==> src/rtl/ro_puf_pkg.sv <==
// Ring-oscillator PUF evaluation: shared types and width helpers.
//   state_t     - controller states
//   clog2_min1  - index width helper, never returns less than 1
//   max_int     - larger of two integers, used to size the phase timer
package ro_puf_pkg;

   typedef enum logic [2:0] {
      ST_IDLE    = 3'd0,
      ST_SETTLE  = 3'd1,
      ST_MEASURE = 3'd2,
      ST_COMPARE = 3'd3,
      ST_DONE    = 3'd4
   } state_t;

   function automatic int clog2_min1(input int n);
      return (n <= 2) ? 1 : $clog2(n);
   endfunction

   function automatic int max_int(input int a, input int b);
      return (a > b) ? a : b;
   endfunction

endpackage

==> src/rtl/ro_edge_counter.sv <==
// One measurement channel: 2-FF synchronizer on an asynchronous oscillator
// output, rising-edge detect, and a saturating edge counter.
// Ports:
//   i_clk, i_rst_n  clock and synchronous active-low reset
//   i_ro            selected oscillator output (asynchronous to i_clk)
//   i_clr           hold the counter at zero (has priority over i_en)
//   i_en            count detected rising edges
//   o_cnt           current edge count
//   o_sat           edge arrived while the counter was already full
module ro_edge_counter #(
   parameter int CNT_W = 16
) (
   input  logic             i_clk,
   input  logic             i_rst_n,
   input  logic             i_ro,
   input  logic             i_clr,
   input  logic             i_en,
   output logic [CNT_W-1:0] o_cnt,
   output logic             o_sat
);

   logic             r_s1;
   logic             r_s2;
   logic             r_s3;
   logic [CNT_W-1:0] r_cnt;
   logic             w_edge;
   logic             w_full;

   // r_s3 is the previous synchronized sample, so the edge is taken on
   // fully synchronized data only.
   assign w_edge = r_s2 & ~r_s3;
   assign w_full = &r_cnt;
   assign o_sat  = i_en & ~i_clr & w_edge & w_full;
   assign o_cnt  = r_cnt;

   always_ff @(posedge i_clk) begin
      if (!i_rst_n) begin
         r_s1  <= 1'b0;
         r_s2  <= 1'b0;
         r_s3  <= 1'b0;
         r_cnt <= '0;
      end else begin
         r_s1 <= i_ro;
         r_s2 <= r_s1;
         r_s3 <= r_s2;
         if (i_clr) begin
            r_cnt <= '0;
         end else if (i_en && w_edge && !w_full) begin
            r_cnt <= r_cnt + 1'b1;
         end
      end
   end

endmodule

==> src/rtl/ro_puf_eval.sv <==
// Ring-oscillator PUF evaluation controller. For each response bit i it
// selects oscillators (chal_a+i) and (chal_b+i) mod NUM_RO, lets them settle,
// counts their rising edges over WINDOW clocks, and records count_a > count_b.
// Ports:
//   i_clk, i_rst_n      clock and synchronous active-low reset
//   i_start, i_abort    run request (IDLE only) and abort (highest priority)
//   i_chal_a, i_chal_b  base oscillator indices, latched on accepted start
//   i_ro_in             raw oscillator outputs
//   o_ro_en             oscillator enable
//   o_busy, o_done      not-IDLE indicator, one-cycle completion pulse
//   o_response          last completed response
//   o_cnt_a, o_cnt_b    counts of the most recently compared bit
//   o_tie_seen          an equal-count pair occurred in the last run
//   o_sat_seen          a counter saturated in the last run
//   o_bad_chal          last accepted challenge had chal_a == chal_b
//
// state   | meaning
// --------+-----------------------------------------------------------
// IDLE    | waiting for start; oscillators off
// SETTLE  | oscillators on, counters held at 0, SETTLE cycles
// MEASURE | count edges for WINDOW cycles
// COMPARE | record one response bit, publish counts, advance bit index
// DONE    | response published, done pulse, back to IDLE
module ro_puf_eval
   import ro_puf_pkg::*;
#(
   parameter int NUM_RO    = 16,
   parameter int SEL_W     = 4,
   parameter int CNT_W     = 16,
   parameter int WINDOW    = 1024,
   parameter int SETTLE    = 16,
   parameter int RESP_BITS = 8
) (
   input  logic                 i_clk,
   input  logic                 i_rst_n,
   input  logic                 i_start,
   input  logic                 i_abort,
   input  logic [SEL_W-1:0]     i_chal_a,
   input  logic [SEL_W-1:0]     i_chal_b,
   input  logic [NUM_RO-1:0]    i_ro_in,
   output logic                 o_ro_en,
   output logic                 o_busy,
   output logic                 o_done,
   output logic [RESP_BITS-1:0] o_response,
   output logic [CNT_W-1:0]     o_cnt_a,
   output logic [CNT_W-1:0]     o_cnt_b,
   output logic                 o_tie_seen,
   output logic                 o_sat_seen,
   output logic                 o_bad_chal
);

   localparam int BIT_W = clog2_min1(RESP_BITS);
   localparam int TMR_W = clog2_min1(max_int(WINDOW, SETTLE));
   localparam logic [TMR_W-1:0] SETTLE_LD = TMR_W'(SETTLE - 1);
   localparam logic [TMR_W-1:0] WINDOW_LD = TMR_W'(WINDOW - 1);
   localparam logic [BIT_W-1:0] LAST_BIT  = BIT_W'(RESP_BITS - 1);

   state_t               r_state;
   state_t               w_state_nxt;
   logic [TMR_W-1:0]     r_timer;
   logic [BIT_W-1:0]     r_bit;
   logic [SEL_W-1:0]     r_chal_a;
   logic [SEL_W-1:0]     r_chal_b;
   logic [RESP_BITS-1:0] r_shadow;
   logic [RESP_BITS-1:0] r_response;
   logic [CNT_W-1:0]     r_cnt_a;
   logic [CNT_W-1:0]     r_cnt_b;
   logic                 r_tie_seen;
   logic                 r_sat_seen;
   logic                 r_bad_chal;

   logic                 w_accept;
   logic                 w_tmr_zero;
   logic                 w_last;
   logic                 w_cmp;
   logic [SEL_W-1:0]     w_idx_a;
   logic [SEL_W-1:0]     w_idx_b;
   logic                 w_ro_a;
   logic                 w_ro_b;
   logic                 w_cnt_clr;
   logic                 w_cnt_en;
   logic [CNT_W-1:0]     w_cnt_a;
   logic [CNT_W-1:0]     w_cnt_b;
   logic                 w_sat_a;
   logic                 w_sat_b;
   logic                 w_resp_bit;
   logic [RESP_BITS-1:0] w_shadow_nxt;

   assign w_tmr_zero = (r_timer == '0);
   assign w_last     = (r_bit == LAST_BIT);

   // Natural SEL_W-bit wrap of the sum gives the modulo-NUM_RO pair index.
   assign w_idx_a = r_chal_a + SEL_W'(r_bit);
   assign w_idx_b = r_chal_b + SEL_W'(r_bit);
   assign w_ro_a  = i_ro_in[w_idx_a];
   assign w_ro_b  = i_ro_in[w_idx_b];

   // Counts must survive into COMPARE, so only MEASURE and COMPARE keep them.
   assign w_cnt_clr = (r_state != ST_MEASURE) && (r_state != ST_COMPARE);
   assign w_cnt_en  = (r_state == ST_MEASURE);

   ro_edge_counter #(.CNT_W(CNT_W)) u_cnt_a (
      .i_clk   (i_clk),
      .i_rst_n (i_rst_n),
      .i_ro    (w_ro_a),
      .i_clr   (w_cnt_clr),
      .i_en    (w_cnt_en),
      .o_cnt   (w_cnt_a),
      .o_sat   (w_sat_a)
   );

   ro_edge_counter #(.CNT_W(CNT_W)) u_cnt_b (
      .i_clk   (i_clk),
      .i_rst_n (i_rst_n),
      .i_ro    (w_ro_b),
      .i_clr   (w_cnt_clr),
      .i_en    (w_cnt_en),
      .o_cnt   (w_cnt_b),
      .o_sat   (w_sat_b)
   );

   always_ff @(posedge i_clk) begin
      if (!i_rst_n) begin
         r_state <= ST_IDLE;
      end else begin
         r_state <= w_state_nxt;
      end
   end

   always_comb begin
      w_state_nxt = r_state;
      w_accept    = 1'b0;
      o_ro_en     = 1'b0;
      o_busy      = 1'b1;
      o_done      = 1'b0;
      case (r_state)
         ST_IDLE: begin
            o_busy = 1'b0;
            if (i_start) begin
               w_accept    = 1'b1;
               w_state_nxt = ST_SETTLE;
            end
         end
         ST_SETTLE: begin
            o_ro_en = 1'b1;
            if (w_tmr_zero) begin
               w_state_nxt = ST_MEASURE;
            end
         end
         ST_MEASURE: begin
            o_ro_en = 1'b1;
            if (w_tmr_zero) begin
               w_state_nxt = ST_COMPARE;
            end
         end
         ST_COMPARE: begin
            o_ro_en     = 1'b1;
            w_state_nxt = w_last ? ST_DONE : ST_SETTLE;
         end
         ST_DONE: begin
            o_done      = 1'b1;
            w_state_nxt = ST_IDLE;
         end
         default: begin
            w_state_nxt = ST_IDLE;
         end
      endcase
      if (i_abort) begin
         w_accept    = 1'b0;
         w_state_nxt = ST_IDLE;
      end
   end

   // Phase down-counter: loaded on entry to SETTLE / MEASURE, leaves the
   // phase on the cycle it reads zero.
   always_ff @(posedge i_clk) begin
      if (!i_rst_n) begin
         r_timer <= '0;
      end else if (w_state_nxt == ST_SETTLE && r_state != ST_SETTLE) begin
         r_timer <= SETTLE_LD;
      end else if (w_state_nxt == ST_MEASURE && r_state != ST_MEASURE) begin
         r_timer <= WINDOW_LD;
      end else if (!w_tmr_zero) begin
         r_timer <= r_timer - 1'b1;
      end
   end

   assign w_cmp      = (r_state == ST_COMPARE) && !i_abort;
   assign w_resp_bit = !r_bad_chal && (w_cnt_a > w_cnt_b);

   always_comb begin
      w_shadow_nxt        = r_shadow;
      w_shadow_nxt[r_bit] = w_resp_bit;
   end

   // The response register is loaded together with the move into DONE so it
   // is already valid while done is high.
   always_ff @(posedge i_clk) begin
      if (!i_rst_n) begin
         r_chal_a   <= '0;
         r_chal_b   <= '0;
         r_bit      <= '0;
         r_shadow   <= '0;
         r_response <= '0;
         r_cnt_a    <= '0;
         r_cnt_b    <= '0;
         r_tie_seen <= 1'b0;
         r_sat_seen <= 1'b0;
         r_bad_chal <= 1'b0;
      end else if (w_accept) begin
         r_chal_a   <= i_chal_a;
         r_chal_b   <= i_chal_b;
         r_bit      <= '0;
         r_shadow   <= '0;
         r_tie_seen <= 1'b0;
         r_sat_seen <= 1'b0;
         r_bad_chal <= (i_chal_a == i_chal_b);
      end else begin
         if (w_sat_a || w_sat_b) begin
            r_sat_seen <= 1'b1;
         end
         if (w_cmp) begin
            r_shadow <= w_shadow_nxt;
            r_cnt_a  <= w_cnt_a;
            r_cnt_b  <= w_cnt_b;
            if (w_cnt_a == w_cnt_b) begin
               r_tie_seen <= 1'b1;
            end
            if (w_last) begin
               r_response <= w_shadow_nxt;
            end else begin
               r_bit <= r_bit + 1'b1;
            end
         end
      end
   end

   assign o_response = r_response;
   assign o_cnt_a    = r_cnt_a;
   assign o_cnt_b    = r_cnt_b;
   assign o_tie_seen = r_tie_seen;
   assign o_sat_seen = r_sat_seen;
   assign o_bad_chal = r_bad_chal;

endmodule

==> config.mk <==
export PLATFORM = sky130hd
export DESIGN_NAME = ro_puf_eval
export DESIGN_NICKNAME = d
export VERILOG_FILES = /design/src/rtl/ro_puf_pkg.sv /design/src/rtl/ro_edge_counter.sv /design/src/rtl/ro_puf_eval.sv
export SDC_FILE = /design/constraint.sdc
export NUM_CORES = 1
export LEC_CHECK = 0
export BUFFER_PORTS_ARGS = -buffer_cell sky130_fd_sc_hd__buf_2
export CORE_ASPECT_RATIO = 1.25
export CORE_MARGIN = 5
export CORE_UTILIZATION = 33
export DETAILED_ROUTE_END_ITERATION = 6
export GPL_TIMING_DRIVEN = 0
export PLACE_DENSITY = 0.57
export SYNTH_ARGS = -nofsm -noshare
export SYNTH_HDL_FRONTEND = slang
export SYNTH_HIERARCHICAL = 1
export SYNTH_SLANG_ARGS = --single-unit
==> constraint.sdc <==
create_clock -name i_clk -period 2.4 [get_ports i_clk]
set_input_delay 0.24 -clock i_clk [delete_from_list [all_inputs] [get_ports i_clk]]
set_output_delay 0.24 -clock i_clk [all_outputs]
set_load 0.05 [all_outputs]
# Yosys cells after proc, flatten, opt, wreduce, memory -nomap -nowiden
# Cells that the tools add are included.
dict set report op_classes {
  add_sub_neg 6
  n_mul 0
  div_mod_pow 0
  order_cmp 5
  eq_ne 14
  n_shift 0
  n_mux 22
  bitwise_logic 13
  n_reduce_logical 27
}
# op n
set ops {}
lappend ops {{$add A16 B1 Y16 const B} 2}
lappend ops {{$reduce_and A16 Y1} 2}
lappend ops {{$mux W10} 2}
lappend ops {{$eq A16 B16 Y1} 1}
lappend ops {{$gt A16 B16 Y1} 1}
lappend ops {{$mux W3} 5}
lappend ops {{$pmux W3 S4} 1}
lappend ops {{$logic_and A1 B1 Y1} 10}
lappend ops {{$logic_not A10 Y1} 1}
lappend ops {{$lt A4 B5 Y1 const B} 2}
lappend ops {{$sub A10 B1 Y10 const B} 1}
lappend ops {{$eq A3 B2 Y1 const B} 3}
lappend ops {{$mux W1} 9}
lappend ops {{$add A4 B3 Y4} 2}
lappend ops {{$bmux W1 S4} 2}
lappend ops {{$bwmux W8} 1}
lappend ops {{$and A1 B1 Y1} 7}
lappend ops {{$eq A3 B1 Y1 const B} 2}
lappend ops {{$eq A3 B3 Y1 const B} 2}
lappend ops {{$ne A3 B1 Y1 const B} 2}
lappend ops {{$ne A3 B2 Y1 const B} 2}
lappend ops {{$not A1 Y1} 6}
lappend ops {{$reduce_and A2 Y1} 3}
lappend ops {{$reduce_or A2 Y1} 3}
lappend ops {{other kinds (12)} 15}
dict set report totals {
  reg_bits 113
  latch_bits 0
  ram_bits 0
  mem_bits_ro 0
  inputBits 28
  out_inout_bits 46
  word_cells 108
  n_memories 0
}

# Logic depth before layout (Yosys ltp)
# Gate-level depths: netlist of the first run.
dict set report depth {
  ltp_word 8
  ltp_mapped 10
  mapped_depth_nobuf 8
}

# Cells and area by module
# Netlist of the first run, hierarchy kept.
# module instances cells_each area_per_inst_um2 seq_area_each_um2
set modules_own_cells {}
lappend modules_own_cells {ro_puf_eval 1 468 4007.6 1501.4}
lappend modules_own_cells {ro_edge_counter 2 106 943.4 380.4}

# Worst setup path before layout of the first run
# No wires, ideal clock.
dict set report synth_path {
  path_kind {reg2reg}
  from {register r_bit[1]}
  to {register u_cnt_a.r_s1}
  setup_time_ns 0.115
  arrival_time_ns 2.262
  required_time_ns 2.285
  path_slack_ns 0.024
  path_stages_with_launch 6
  n_path_buf 0
  period_less_slack_ns 2.376
  path_cell_list {dfxtp_1 clkinv_1 fa_1 mux4_2 mux4_2 and2_1}
}
dict set report synth_between {
  elab_chain_cells 3
}
# item line
set synth_lines {}
lappend synth_lines {{from (decl)} ro_puf_eval.sv:61} ;# logic [BIT_W-1:0] r_bit;
lappend synth_lines {{from (signal assigned)} ro_puf_eval.sv:232} ;# r_bit <= r_bit + 1'b1;
lappend synth_lines {{$add A4 B3 Y4} ro_puf_eval.sv:93} ;# assign w_idx_a = r_chal_a + SEL_W'(r_bit);
lappend synth_lines {{$bmux W1 S4} ro_puf_eval.sv:95} ;# assign w_ro_a = i_ro_in[w_idx_a];
lappend synth_lines {{$mux W1 (not written as such)} ro_puf_eval.sv:95}
lappend synth_lines {{named net w_ro_a} ro_puf_eval.sv:78} ;# logic w_ro_a;
lappend synth_lines {{to (signal assigned)} ro_edge_counter.sv:43} ;# r_s1 <= i_ro;
lappend synth_lines {{to (decl)} ro_edge_counter.sv:22} ;# logic r_s1;
# The timed path passes the listed nets, and every way through them passes these cells. The select of a mux whose other input is x is not followed.
# A chain may end at the register's enable or synchronous reset.

# Worst setup path after layout of the first run
dict set report layout_path {
  from {register r_bit[1]}
  to {register u_cnt_b.r_s1}
}
dict set report layout_between {
  elab_chain_cells 3
}
# item line
set layout_lines {}
lappend layout_lines {{$add A4 B3 Y4} ro_puf_eval.sv:94} ;# assign w_idx_b = r_chal_b + SEL_W'(r_bit);
lappend layout_lines {{$bmux W1 S4} ro_puf_eval.sv:96} ;# assign w_ro_b = i_ro_in[w_idx_b];
lappend layout_lines {{$mux W1 (not written as such)} ro_puf_eval.sv:96}
lappend layout_lines {{named net w_ro_b} ro_puf_eval.sv:79} ;# logic w_ro_b;
lappend layout_lines {{to (signal assigned)} ro_edge_counter.sv:43}
lappend layout_lines {{to (decl)} ro_edge_counter.sv:22}
# The timed path passes the listed nets, and every way through them passes these cells. The select of a mux whose other input is x is not followed.

==> results of run 1 <==
-- per-layer routing --
layer | vias to the layer above | GRT usage, % | part of all wire (%)
li1 | 2646 | - | -
met5 | - | 0 | 0
met2 | 105 | 25.94 | 48
met4 | 0 | 6.049 | 2.1
met1 | 2419 | 19.03 | 45
met3 | 21 | 3.725 | 4.7
-- kinds of logic (layout without fill, tap and decap cells) --
kind of cell    count (synthesis)  in the layout  share of synthesized area [%]
mux                            18             18                          5.179
fa+ha+maj                      29             29                          6.410
flops                         113            113                          38.38
buf+inv                        56            157                          3.969
compound gates                160            160                          17.22
xor+xnor                       13             13                          1.932
simple gates                  291            291                          26.92
-- final cells by class --
type | instances | area, sq um
flip-flops and latches | 113 | 2273
plain buffers | 25 | 118.9
well taps | 224 | 280.3
fillers | 1822 | 10350
clock inverters | 5 | 52.55
multi-input cells | 511 | 3436
inverters | 29 | 113.9
clock buffers | 25 | 505.5
repair buffers | 73 | 365.4
-- through the flow --
| stage | total power, W | utilization, % | instance area [sq um] | worst slack (ps) |
|---|---|---|---|---|
| finish | 0.005172 | 40.83 | 7146 | 56.45 |
| global route | 0.005443 | 40.83 | 7146 | -58.52 |
| CTS | 0.005239 | 40.72 | 7126 | 5.776 |
| detailed placement | 0.002856 | 37.37 | 6540 | -449.5 |
| global placement | 0.002851 | 37.37 | 6540 | -455.7 |
| floorplan | 0.002686 | - | 5894 | 23.57 |
-- cells in the final DEF (no fill, tap or decap), types with 13 or more instances in the layout --
master	n
a21boi_0	33
a21oi_1	42
and2_1	13
buf_2	75
clkbuf_1	20
clkbuf_16	17
dfxtp_1	104
ha_1	27
inv_1	28
nand2_1	102
nand3_1	31
nand4_1	16
nor2_1	24
nor2b_1	16
nor3_1	13
nor4_1	13
o21ai_0	41
-- how the worst max path moves through the flow --
stage	from	endpoint	depth (start not counted)
after floorplan	r_bit[1]	u_cnt_a/r_s1	5
after detailed placement	r_bit[1]	u_cnt_b/r_s1	5
after global routing	u_cnt_b/o_cnt[10]	r_shadow[7]	7
final	r_bit[1]	u_cnt_b/r_s1	5
after CTS	r_bit[1]	u_cnt_b/r_s1	5
after global placement	r_bit[1]	u_cnt_b/r_s1	5
-- repair_timing --
action / 4_1_cts / 5_1_grt
setup endpoints to repair: 37 / 44
resized for setup: 11 / 11
endpoints found under the hold margin: 0 / 0
-- registers in the layout (all words and copies together), names as in the netlist, 4 cells and up --
register,cells
o_cnt_b,16
u_cnt_b/o_cnt,16
o_cnt_a,16
o_response,8
r_chal_a,4
r_timer,10
r_chal_b,4
u_cnt_a/o_cnt,16
r_shadow,8
-- power breakdown --
group | internal [W] | total, W | switching (W)
Combinational | 0.000347 | 0.000753 | 0.000406
Sequential | 0.00197 | 0.00206 | 0.0000940
Clock | 0.00154 | 0.00236 | 0.000815
Total | 0.00386 | 0.00517 | 0.00132
-- critical path: stages (launching register included) --
cell      delay [ps]
dfxtp_2          450
clkinv_4         170
fa_2             660
mux4_2           330
mux4_2           470
and2_1           170
==> metrics.md, run 1 <==
| Metric | Value |
|---|---|
| ANT cells | `0` |
| Root buffer cell | `clkbuf_16` |
| All-Layer GR Usage | `15.49%` |
| Fin cells | `1,005` |
| Initial antenna violation count | `0` |
| Hold Vio Cnt, Final | `0` |
| Outcome | `complete, no violations` |
| Hold-fix buffers at CTS | `0` |
| Total gr overflow | `0` |
| Die area | `20,650 sq um` |
| Max-cap violations | `0` |
| Clk buf depth | `2` |
| Placed Cells | `977` |
| Area Growth Syn to Fin | `21.23%` |
| Clock period minus worst slack | `2344 ps` |
| Drt first-iter violations | `317` |
| Slew headroom | `42.46%` |
| Layout cells sized above 1 | `19.59%` |
| Hold Path Class | `in2reg` |
| Yosys warnings | `6` |
| # Post-CTS Setup Buffers | `0` |
| Final net count | `827` |
| WP data arrival | `2650 ps` |
| Avg WL per Cell | `15.47 microns` |
| Die Y | `159.4 microns` |
| Global-route wire length before repair | `25,620 microns` |
| Kind of critical path | `reg2reg` |
| Clock Skew | `6.409 ps` |
| Post-synthesis async set-or-reset flop share | `0%` |
| Quantity of I/O buffers inserted on ports | `73` |
| Routability cong. | `0.8261` |
| Cell accounting for the most synthesized area | `dfxtp_1` |
| Starting Density | `33.68%` |
| Worst Path Required | `2710 ps` |
| Clk Latency, worst-skew pair | `410 ps` |
| DR vias | `5,191` |
| Detail Route Antenna Nets | `0` |
| Syn Nets | `737` |
| Syn_area_per_cell | `8.668 sq um` |
| # rows | `54` |
| Final wirelength | `15,550 microns` |
| Peak VDD IR | `0.3930 mV` |
| Synth cell types | `61` |
| R2r worst-path depth | `5` |
| Core area | `17,500 sq um` |
| Register area share after synthesis | `38.38%` |
| Worst reg2reg startpoint | `r_bit[1]` |
| Hold Path Stages | `3` |
| Max Clock Freq | `0.4267 GHz` |
| RR Endpoint | `u_cnt_b/r_s1` |
| Ports | `74` |
| Vias per inst | `5.165` |
| Hold WS | `108.7 ps` |
| Seq cells post-synth | `113` |
| H-tree levels | `4` |
| Largest cells by area after synthesis | `dfxtp_1, nand2_1, ha_1` |
| Clock slew at reported path FFs | `50 ps` |
| Top-area cell type share of the netlist area | `38.38%` |
| Clock sink total | `113` |
| Number of global-route vias before repair | `5,032` |
| Leak | `2.838 nW` |
| Min-delay src | `i_chal_a[0]` |
| CTS tree | `done` |
| Cells after synthesis | `680` |
| First-pass DRT Iterations | `4` |
| Power per cell area | `723.8 nW/um^2` |
| Crit end category | `register` |
| Worst-margin pin slew | `855.2 ps` |
| R2r setup slk | `60 ps` |
| Most used DFF post-synth | `dfxtp_1` |
| # DRC | `0` |
| Number of buffers created by CTS | `17` |
| Die width | `129.5 microns` |
| Period utilization | `97.65%` |
| Sum Neg Setup Slack | `0 ps` |
| Largest net degree at the start of global routing | `17` |
| Hold EP | `r_chal_a[0]` |
| Most instantiated cells after synthesis | `dfxtp_1, nand2_1, a21oi_1` |
| Worst-path fanout max | `11` |
| Final setup vio count | `0` |
| Slew Viols, Final | `0` |
| Mapped cell area | `5894 sq um` |
| Detailed placement HPWL | `11,670 microns` |
| Crit start category | `register` |
| Most common cell in the netlist | `dfxtp_1` |
| Post-synth EDFFs | `0` |
No activity file was read; power rests on OpenSTA's default activity.
==> run 2: changes to the inputs <==
- CTS_BUF_LIST: default -> sky130_fd_sc_hd__clkbuf_8 sky130_fd_sc_hd__clkbuf_16
- SYNTH_HIERARCHICAL: 1 -> default
==> metrics.md, run 2 <==
| Metric | Value |
|---|---|
| CTS tree | `done (unchanged)` |
| Synth cell types | `64 (was 61)` |
| Routability cong. | `0.8530 (was 0.8261)` |
| Logic pwr share | `14.4% (was 14.6%)` |
| M1 wire length | `6697 microns (was 6955 microns)` |
| Power per cell area | `713.1 nW/um^2 (was 723.8 nW/um^2)` |
| CP max stage cell | `or4_4 (was fa_2)` |
| Clock power share | `45.4% (was 45.5%)` |
| Yosys warnings | `0 (was 6)` |
| Most instantiated cells after synthesis | `dfxtp_1, nand2_1, nor2_1 (was dfxtp_1, nand2_1, a21oi_1)` |
| Crit end category | `register (unchanged)` |
| Root buffer cell | `clkbuf_16 (unchanged)` |
| Leak | `2.690 nW (was 2.838 nW)` |
| H-tree levels | `4 (unchanged)` |
| Slew Viols, Final | `0 (unchanged)` |
| Ports | `74 (unchanged)` |
| Max-cap violations | `0 (unchanged)` |
| All-Layer GR Usage | `15.14% (was 15.49%)` |
| Clock slew at reported path FFs | `50 ps (about the same)` |
| NetSw | `0.001289 W (was 0.001315 W)` |
| Detail Route Antenna Nets | `0 (unchanged)` |
| Worst-path fanout max | `6 (was 11)` |
| Final net count | `841 (was 827)` |
| Drt first-iter violations | `279 (was 317)` |
| Area Growth Syn to Fin | `22.78% (was 21.23%)` |
| Final setup vio count | `0 (unchanged)` |
| Syn Nets | `742 (was 737)` |
| Crit start category | `register (unchanged)` |
| Worst Path Required | `2760 ps (was 2710 ps)` |
| Outcome | `complete, no violations (unchanged)` |
| Clk buf depth | `2 (unchanged)` |
| Slew headroom | `51.18% (was 42.46%)` |
| Worst-margin pin slew | `724.6 ps (was 855.2 ps)` |
| Internal | `0.003852 W (was 0.003856 W)` |
| Met2 Routed Length | `7606 microns (was 7534 microns)` |
| Layout fillers | `1,792 (was 1,822)` |
| Dpl cell area | `6518 sq um (was 6540 sq um)` |
| # DRC | `0 (unchanged)` |
| Most frequent cells in the layout | `dfxtp_1, nand2_1, buf_2 (unchanged)` |
| ANT cells | `0 (unchanged)` |
| Avg WL per Cell | `15.00 microns (was 15.47 microns)` |
| Layout cells sized above 1 | `18.72% (was 19.59%)` |
| Hold-fix buffers at CTS | `0 (unchanged)` |
| Core area | `17,500 sq um (unchanged)` |
| DR vias | `5,207 (was 5,191)` |
| Cell area after layout | `7209 sq um (was 7146 sq um)` |
| Max layer used | `met4 (unchanged)` |
| Cell accounting for the most synthesized area | `dfxtp_1 (unchanged)` |
| Post-synthesis async set-or-reset flop share | `0% (unchanged)` |
| Most common cell in the netlist | `dfxtp_1 (unchanged)` |
| Fin cells | `1,020 (was 1,005)` |
| Period utilization | `96.81% (was 97.65%)` |
| Syn_area_per_cell | `8.572 sq um (was 8.668 sq um)` |
| Seq cells post-synth | `113 (unchanged)` |
| Kind of critical path | `reg2reg (unchanged)` |
| Crit-path cells | `inv_1, ha_2, or3b_4, or4_4, buf_6, or2_4, a211o_1, nand2_1 (was clkinv_4, fa_2, mux4_2, mux4_2, and2_1)` |
| Commonest non-fill, non-tap cell in the layout | `dfxtp_1 (unchanged)` |
| Multi-input gate area | `3437 sq um (was 3436 sq um)` |
| Peak VDD IR | `0.4575 mV (was 0.3930 mV)` |
| Mapped cell area | `5872 sq um (was 5894 sq um)` |
| Clock Skew | `8.897 ps (was 6.409 ps)` |
| Number of global-route vias before repair | `5,083 (was 5,032)` |
| Number of buffers created by CTS | `17 (unchanged)` |
| Post-synth EDFFs | `0 (unchanged)` |
| Most used DFF post-synth | `dfxtp_1 (unchanged)` |
| Largest stage delay, worst path | `490 ps (was 660 ps)` |
| Detailed placement HPWL | `11,510 microns (was 11,670 microns)` |
| Switch share | `25.07% (was 25.43%)` |
| Hold WS | `113.8 ps (was 108.7 ps)` |
| Max Clock Freq | `0.4304 GHz (was 0.4267 GHz)` |
| Sum Neg Setup Slack | `0 ps (unchanged)` |
| R2r setup slk | `80 ps (was 60 ps)` |
| Die Y | `159.1 microns (was 159.4 microns)` |
| Placed Cells | `982 (was 977)` |
| First-pass DRT Iterations | `4 (unchanged)` |
| Vias per inst | `5.105 (was 5.165)` |
| Sequential share of power | `40.2% (was 39.9%)` |
| Global-route wire length before repair | `25,010 microns (was 25,620 microns)` |
| Largest cells by area after synthesis | `dfxtp_1, nand2_1, ha_1 (unchanged)` |
| Register area share after synthesis | `38.53% (was 38.38%)` |
| Die area | `20,580 sq um (was 20,650 sq um)` |
| Final wirelength | `15,300 microns (was 15,550 microns)` |
| Starting Density | `33.55% (was 33.68%)` |
| Largest net degree at the start of global routing | `17 (unchanged)` |
| Clock period minus worst slack | `2323 ps (was 2344 ps)` |
| Quantity of I/O buffers inserted on ports | `73 (unchanged)` |
| Hold Vio Cnt, Final | `0 (unchanged)` |
| Clk Latency, worst-skew pair | `420 ps (was 410 ps)` |
| Top-area cell type share of the netlist area | `38.53% (was 38.38%)` |
| # rows | `54 (unchanged)` |
| Die width | `129.3 microns (was 129.5 microns)` |
| Total gr overflow | `0 (unchanged)` |
| Initial antenna violation count | `0 (unchanged)` |
| Clock sink total | `113 (unchanged)` |
| Hold Path Class | `in2reg (unchanged)` |
| Cells after synthesis | `685 (was 680)` |
| Register area | `2267 sq um (was 2273 sq um)` |
| WP data arrival | `2680 ps (was 2650 ps)` |
| Met3 WL | `809 microns (was 726 microns)` |
## run 2: cell types whose count changed in the layout (fill, tap and decap cells not counted), moves of 7 or more
cell,change
nor2_1,+19
a21oi_1,-13
nand3_1,-13
xnor2_1,+12
a31oi_1,-8
nor4_1,-8
buf_4,+7
nand3b_1,+7
o2111ai_1,+7
o21ai_0,-7
## run 2: worst max-delay path: cells and delay by family (launching register included)
family / cells / cell delay (ps)
adder cells (fa/ha/maj): 1 / 180
AO/OA/AOI/OAI: 1 / 350
AND/OR/NAND/NOR: 4 / 1210
buffers and inverters: 2 / 200
flip-flops: 1 / 320
## run 2: what timing repair did
action / 4_1_cts / 5_1_grt
gates resized for setup: 9 / 29
pin swaps: 1 / 4
endpoints found under the setup margin: 28 / 39
buffers inserted: 0 / 7
## run 2: layout make-up
cell class | instances | area share, %
Sequential cell | 113 | 31.45
Clock buffer | 21 | 6.664
Inverter | 28 | 1.458
Multi-Input combinational cell | 509 | 47.67
Clock inverter | 10 | 0.9719
Timing Repair Buffer | 80 | 5.797
Buffer | 35 | 2.100
Tap cell | 224 | 3.888
## run 2: metrics by stage
step	util [%]	worst slack [ps]	power [W]
final	41.20	76.58	0.005141
after detailed placement	37.24	-419.6	0.002729
after global placement	37.24	-442.0	0.002732
after global routing	41.20	-10.84	0.005375
after CTS	40.59	14.99	0.005110
after floorplan	-	106.6	0.002581
## run 2: worst paths after layout
| path | depth (start not counted) | end | start |
|---|---|---|---|
| max reg2reg | 8 | r_timer[3] | r_timer[1] |
| max | 8 | r_timer[3] | r_timer[1] |
| min reg2reg | 1 | u_cnt_a.r_s2 | u_cnt_a.r_s1 |
| min | 3 | r_chal_a[0] | i_chal_a[0] |
## run 2: cells by family after synthesis
family	count (synthesis)	synth area share [%]
muxes	24	5.860
AOI/OAI and AO/OA	148	16.94
and+or+nand+nor	279	23.84
xor gates and xnor gates	29	4.326
adders and majority gates	29	6.435
buffers and inverters	63	4.070
DFF	113	38.53
## run 2: metal layers
layer	up-vias	global-route usage, %
li1	2648	-
met1	2442	18.15
met2	104	25.87
met3	13	3.490
met4	0	6.017
met5	-	0
## run 2: power groups by stage
stage	logic [W]	clock network, W	registers [W]
CTS	0.000656	0.00240	0.00206
floorplan	0.000509	0	0.00207
global route	0.000821	0.00247	0.00208
global placement	0.000638	0	0.00209
detailed placement	0.000636	0	0.00209
finish	0.000741	0.00233	0.00207
